`src/rtl/decode_ascii_hex_pkg.sv`:
```
// Shared constants for the ASCII-to-7-segment path: segment table, blank code,
// letter ranges and the keyboard-layout character mapping.
package decode_ascii_hex_pkg;

  localparam logic [7:0] CHR_LA   = 8'h61;  // 'a'
  localparam logic [7:0] CHR_LZ   = 8'h7A;  // 'z'
  localparam logic [7:0] CHR_UA   = 8'h41;  // 'A'
  localparam logic [7:0] CHR_UZ   = 8'h5A;  // 'Z'
  localparam logic [7:0] CHR_D0   = 8'h30;  // '0'
  localparam logic [7:0] CHR_D9   = 8'h39;  // '9'
  localparam logic [7:0] CASE_OFS = 8'h20;

  localparam logic [6:0] SEG_BLANK = 7'h7F;

  // Active-low segments, bit0=a .. bit6=g; element [n] is the glyph for nibble n.
  localparam logic [15:0][6:0] SEG_TBL = {
    7'h0E, 7'h06, 7'h21, 7'h46, 7'h03, 7'h08, 7'h10, 7'h00,
    7'h78, 7'h02, 7'h12, 7'h19, 7'h30, 7'h24, 7'h79, 7'h40
  };

  // US layout symbols sitting above the number row.
  function automatic logic [7:0] shift_digit(input logic [3:0] d);
    logic [7:0] c;
    case (d)
      4'd1:    c = 8'h21;
      4'd2:    c = 8'h40;
      4'd3:    c = 8'h23;
      4'd4:    c = 8'h24;
      4'd5:    c = 8'h25;
      4'd6:    c = 8'h5E;
      4'd7:    c = 8'h26;
      4'd8:    c = 8'h2A;
      4'd9:    c = 8'h28;
      default: c = 8'h29;
    endcase
    return c;
  endfunction

  function automatic logic [7:0] eff_char(input logic [7:0] a, input logic caps,
                                          input logic shift);
    logic [7:0] c;
    c = a;
    if (shift && a >= CHR_D0 && a <= CHR_D9)
      c = shift_digit(a[3:0]);
    else if ((caps ^ shift) && a >= CHR_LA && a <= CHR_LZ)
      c = a - CASE_OFS;
    else if ((caps ^ shift) && a >= CHR_UA && a <= CHR_UZ)
      c = a + CASE_OFS;
    return c;
  endfunction

endpackage

```
`src/rtl/decode_ascii_hex_hex.sv`:
```
// Combinational nibble-to-segment decoder (active-low glyphs, blank when disabled).
module decode_hex
  import decode_ascii_hex_pkg::*;
(
  input  logic [3:0] nibble,
  input  logic       en,
  output logic [6:0] seg
);

  always_comb begin
    seg = SEG_BLANK;
    if (en) seg = SEG_TBL[nibble];
  end

endmodule

```
`src/rtl/decode_ascii_hex.sv`:
```
// Maps a raw key code through caps/shift to the effective character and
// registers it together with its two hex digits on 7-segment displays.
module decode_ascii_hex
  import decode_ascii_hex_pkg::*;
#(
  parameter bit ACTIVE_LOW = 1'b1
) (
  input  logic       clk,
  input  logic       reset,
  input  logic [7:0] ascii,
  input  logic       en,
  input  logic       caps,
  input  logic       shift,
  output logic [7:0] ascii_out,
  output logic [6:0] hex_lo,
  output logic [6:0] hex_hi
);

  localparam logic [6:0] SEG_OFF = ACTIVE_LOW ? SEG_BLANK : ~SEG_BLANK;

  logic [7:0]      chr_nxt;
  logic            dig_en;
  logic [1:0][6:0] seg_raw;
  logic [1:0][6:0] seg_nxt;

  assign chr_nxt = eff_char(ascii, caps, shift);
  // NUL renders blank so an idle keyboard shows nothing rather than "00".
  assign dig_en  = en && (chr_nxt != 8'h00);

  for (genvar g = 0; g < 2; g++) begin : g_dig
    decode_hex u_dec (
      .nibble (chr_nxt[g*4 +: 4]),
      .en     (dig_en),
      .seg    (seg_raw[g])
    );
    assign seg_nxt[g] = ACTIVE_LOW ? seg_raw[g] : ~seg_raw[g];
  end

  always_ff @(posedge clk or posedge reset) begin
    if (reset) begin
      ascii_out <= 8'h00;
      hex_lo    <= SEG_OFF;
      hex_hi    <= SEG_OFF;
    end else begin
      ascii_out <= chr_nxt;
      hex_lo    <= seg_nxt[0];
      hex_hi    <= seg_nxt[1];
    end
  end

endmodule

```
`config.mk`:
```
export PLATFORM = sky130hd
export DESIGN_NAME = decode_ascii_hex
export DESIGN_NICKNAME = d
export VERILOG_FILES = /design/src/rtl/decode_ascii_hex_pkg.sv /design/src/rtl/decode_ascii_hex_hex.sv /design/src/rtl/decode_ascii_hex.sv
export SDC_FILE = /design/constraint.sdc
export NUM_CORES = 1
export LEC_CHECK = 0
export ABC_CLOCK_PERIOD_IN_PS = 800
export CAP_MARGIN = 30
export CORE_ASPECT_RATIO = 1.4
export CORE_UTILIZATION = 40
export DETAILED_ROUTE_END_ITERATION = 6
export GPL_TIMING_DRIVEN = 0
export MAX_ROUTING_LAYER = met4
export PLACE_DENSITY = 0.66
export SYNTH_ARGS = -nofsm -noshare
export SYNTH_HDL_FRONTEND = slang
export SYNTH_HIERARCHICAL = 1
export SYNTH_SLANG_ARGS = --single-unit
```
`constraint.sdc`:
```
create_clock -name clk -period 0.8 [get_ports clk]
set_clock_uncertainty 0.05 [all_clocks]
set_input_delay 0.08 -clock clk [delete_from_list [all_inputs] [get_ports clk]]
set_output_delay 0.08 -clock clk [all_outputs]
set_load 0.005 [all_outputs]
```
Word-level counts from Yosys, hierarchy flattened
Memories as Yosys holds them, arrays and structs flattened.
Cells that the tools add are included.

cells by class
  shift operators = 0
  bitwise operators = 1
  equal/unequal tests = 0
  reductions and logical operators = 8
  muxes and demuxes = 7
  multipliers = 0
  magnitude comparators = 8
  add/sub/neg operators = 2
  div/mod/pow operators = 0

operators by type and width
  kind                                                                number
  2-to-1 mux 7 bit                                                    4
  2-to-1 mux 8 bit                                                    3
  greater-or-equal comparator 8 x 7 -> 1 bit (second input constant)  2
  <= comparator 8 x 7 -> 1 bit (second input constant)                2
  less-than comparator 4 x 5 -> 1 bit (second input constant)         2
  adder 8 x 6 -> 8 bit (second input constant)                        1
  greater-or-equal comparator 8 x 6 -> 1 bit (second input constant)  1
  <= comparator 8 x 6 -> 1 bit (second input constant)                1
  nonzero test 8 bit                                                  1
  subtractor 8 x 6 -> 8 bit (second input constant)                   1
  logical AND 1 bit                                                   7
  XOR 1 bit                                                           1

word-level totals
  bits in read-only memories = 336
  flip-flop bits (word level) = 22
  word-level logic and storage cells = 32
  input port bits = 13
  RAM bits = 0
  memories = 3
  bits in latches = 0
  output and inout port bits = 22

memory list
  name             depth  width  rd ports  clocked after memory_dff  write ports  RTL line                    source
  (no name shown)  16     7      1         0                         0            decode_ascii_hex_hex.sv:12  if (en) seg = SEG_TBL[nibble];
  (no name shown)  16     7      1         0                         0            decode_ascii_hex_hex.sv:12
  (no name shown)  16     7      1         0                         0            decode_ascii_hex_pkg.sv:24  case (d)

Logic depth before layout (Yosys ltp)
  depth after elaboration = 9
  depth in mapped cells = 10
  gate-level depth less buffers = 10

Modules after synthesis
The synthesis kept the hierarchy.

by module, submodules not included
  module            cells an instance  area an instance (µm²)  instances
  decode_ascii_hex  78                 944.7                   1
  decode_hex        37                 304.0                   2

Worst setup path before layout
No wires, ideal clock.

  kind = in2reg
  from = input port ascii[5]
  to = register hex_hi[3]
  slack = -1.681 ns
  cell stages on the path = 10
  required time = 0.669 ns
  data arrival time = 2.350 ns
  buffers on the path = 0
  path through = inv_1 ha_1 nand2_1 or4_4 a21o_1 a221oi_2 inv_1 ha_1 or2_2 a32oi_1

RTL lines
  element               RTL line                source
  from (decl)           decode_ascii_hex.sv:10  input logic [7:0] ascii,
  to (signal assigned)  decode_ascii_hex.sv:47  hex_hi <= seg_nxt[1];
  to (decl)             decode_ascii_hex.sv:16  output logic [6:0] hex_hi

==> results.md <==
| Quantity | Reported | Unit |
|---|---|---|
| Total nets after synthesis | 182 | - |
| Setup violators final | 43 | - |
| Fin worst setup slack | -1240 | ps |
| Hold Vio Cnt, Final | 0 | - |
| WP data required | 940 | ps |
| DRC violations left | 0 | - |
| Synth top cells by count | sky130_fd_sc_hd__ha_1 (17), sky130_fd_sc_hd__dfstp_2 (14), sky130_fd_sc_hd__inv_1 (14) | - |
| First-pass GRT wire length | 6690 | µm |
| Total length of routed wires | 4500 | µm |
| Number of global-route vias before repair | 1482 | - |
| Overall Power | 3500 | µW |
| Clock tree from TritonCTS | done | - |
| Final critical path time including I/O delays and setup | 2040 | ps |
| Quantity of I/O buffers inserted on ports | 33 | - |
| Total congestion overflow | 0 | - |
| Area share of the leading cell type in the synthesized netlist | 0.237 | - |
| Status | complete, but fails checks | - |
| CP arrival | 2180 | ps |
| Number of register bits inferred by synthesis | 22 | - |
| Share of cells above drive strength 1 | 0.628 | - |
| Chip width | 54.7 | µm |
| Cell count after synthesis | 152 | - |
| Row count | 26 | - |
| Detail-routed via count per cell | 5.69 | - |
| Total iterations of the first detailed-routing run | 5 | - |
| Total Routing Usage GR | 0.225 | - |
| Slew of the pin with the lowest slew margin | 473 | ps |
| Routed length per instance | 17.0 | µm |
| Worst-case clock buffer depth | 2 | - |
| Cell area after synthesis | 0.00155 | mm² |
| Worst slew slack as a fraction of its limit | 0.684 | - |
| Worst vdd ir | 1640 | µV |
| CTS clk-pin slew, worst paths | 80 | ps |
| Final count of pins violating max slew | 0 | - |
| Core Box Area | 0.00368 | mm² |
| H-tree depth | 1 | - |
| Sequential-to-total area share from yosys stat | 0.366 | - |
| Max Clock Freq | 491 | MHz |
| Pre-CTS WS | -2430 | ps |
| I/O pin count | 35 | - |
| RSZ-0062 raised after global routing | true | - |
| Final HPWL DP | 2650 | µm |
| Area Overhead vs Synth | 70.5 | % |
| Kind of capture point of the worst setup path | flip-flop | - |
| Crit share post-route | 2.55 | - |
| CTS root buf | sky130_fd_sc_hd__clkbuf_8 | - |
| Initial antenna violation count | 0 | - |
| Chip Height | 75.7 | µm |
| Starting density of the core | 0.422 | - |
| Synth top area cells | sky130_fd_sc_hd__dfstp_2 (24%), sky130_fd_sc_hd__ha_1 (14%), sky130_fd_sc_hd__dfrtp_1 (13%), sky130_fd_sc_hd__mux2i_1 (6.4%), sky130_fd_sc_hd__inv_1 (3.4%) | - |
| Clock Sink Count | 22 | - |
| Post-synthesis area per instance | 10.2 | µm² |
| Fill cell total of the finished layout | 253 | - |
| Maximum number of pins on one net before global-route repair | 23 | - |
| Reported leakage power | 0.00113 | µW |
| Post-synthesis async set-or-reset flop share | 1.00 | - |
| CP Launch Type | input port | - |
| Overall via count from detail_route | 1508 | - |
| Final estimated routing congestion in global placement | 0.857 | - |
| Crit Path Max Fanout | 4 | - |
| Type of the worst setup path | input port to flip-flop | - |
| Power Dens Cells | 1320 | mW/mm² |
| Number of routed nets with antenna violations | 0 | - |
| Total CTS buffers | 3 | - |
| Type of the worst min-delay path | input port to async pin | - |
| DR iter-0 viols | 42 | - |
| Maximum Capacitance Violations | 0 | - |
| Ys flop type | sky130_fd_sc_hd__dfstp_2 | - |
| Die Footprint | 0.00414 | mm² |
| EDFF count, synth | 0 | - |
| Dominant cell by count in the synthesized netlist | sky130_fd_sc_hd__ha_1 | - |
| Number of buffers inserted by hold repair at cts | 0 | - |
| Diode insertion count for antenna repair | 0 | - |
| Violated checks | setup timing | - |
| Count of different cell masters after synthesis | 47 | - |
| Net count reported at finish | 254 | - |
| Number of warnings reported in the yosys synthesis log | 6 | - |
| Cell type with the highest aggregate area in the netlist | sky130_fd_sc_hd__dfstp_2 | - |
-- worst max-delay path: stages --
cell	delay (ps)
sky130_fd_sc_hd__buf_12	110
sky130_fd_sc_hd__clkinvlp_4	90
sky130_fd_sc_hd__ha_4	140
sky130_fd_sc_hd__nand2_2	40
sky130_fd_sc_hd__or4_4	430
sky130_fd_sc_hd__a21o_1	200
sky130_fd_sc_hd__a221oi_4	330
sky130_fd_sc_hd__inv_2	130
sky130_fd_sc_hd__ha_4	240
sky130_fd_sc_hd__or2_4	230
sky130_fd_sc_hd__a32oi_2	170
-- cells by family (layout without fill, tap and decap cells) --
group,count (synthesis),count (layout),synth area share
compound gates,38,38,0.201
xor+xnor,2,2,0.0113
fa+ha+maj,17,17,0.137
buf+inv,21,92,0.0637
flops,22,22,0.366
mux,11,11,0.0717
simple gates,41,41,0.149
-- path summary, 6_finish.rpt --
check                         start                endpoint  cells after the start
worst max-delay path       ascii[5]     hex_hi[3]$_DFF_PP1_                     11
worst min-delay path          reset  ascii_out[4]$_DFF_PP0_                      2
max in group asynchronous     reset     hex_lo[5]$_DFF_PP1_                      2
min in group clk           ascii[4]  ascii_out[4]$_DFF_PP0_                      2
-- sequential cells by signal (all words and copies together), names as in the netlist --
| name | flops |
|---|---|
| ascii_out | 8 |
| hex_hi | 7 |
| hex_lo | 7 |
-- layout by cell type, fill, tap and decap left out, drive strengths merged, types with 2 or more instances in the layout --
master,n
o311ai,4
or2,3
nor2,6
ha,17
inv,12
o21ai,7
buf,66
a211o,2
clkinvlp,2
o221ai,2
nand3,5
mux2i,10
nand2,5
a21oi,2
a31o,2
dfstp,14
nor2b,2
o31a,4
a41o,2
a32oi,4
nor3,2
clkbuf,8
nand3b,2
and2,4
nand2b,7
dfrtp,8
clkdlybuf4s50,2
o31ai,2
-- what timing repair did --
item | 4_1_cts | 5_1_grt
pin swaps | 17 | 22
gates cloned | 1 | 0
setup endpoints to repair | 51 | 43
gates resized for setup | 162 | 43
setup buffers | 23 | 12
-- cell type report --
cell class	instances	area, µm²	area share
multi-input combinational	109	1220	0.462
buffer	7	67.6	0.0255
inverter	14	62.6	0.0236
timing repair buffer	67	602	0.227
clock buffer	3	41.3	0.0156
sequential	22	568	0.215
clock inverter	1	30.0	0.0113
tap	42	52.6	0.0198
-- report_power, final --
| group | internal (µW) | switching [µW] |
|---|---|---|
| clock | 669 | 377 |
| sequential | 1250 | 32.8 |
| combinational | 614 | 556 |
-- per-stage QoR --
stage	hold slack (ps)	std cells	cell area, µm²	TNS (ps)	util
2_1_floorplan	8.85	152	1700	-17360	-
3_3_place_gp	446	227	2080	-47660	0.565
3_5_place_dp	449	228	2090	-49480	0.567
4_1_cts	142	255	2400	-21480	0.652
5_1_grt	173	265	2650	-24430	0.720
6_report	133	265	2650	-22610	0.720
-- per-layer routing --
| layer | vias to the layer above | share of wire | GRT usage |
|---|---|---|---|
| li1 | 696 | - | - |
| met1 | 746 | 0.40 | 0.254 |
| met2 | 52 | 0.53 | 0.408 |
| met3 | 14 | 0.039 | 0.0160 |
| met4 | 0 | 0.026 | 0.0655 |
| met5 | - | 0 | - |
(Power assumes the default switching activity.)
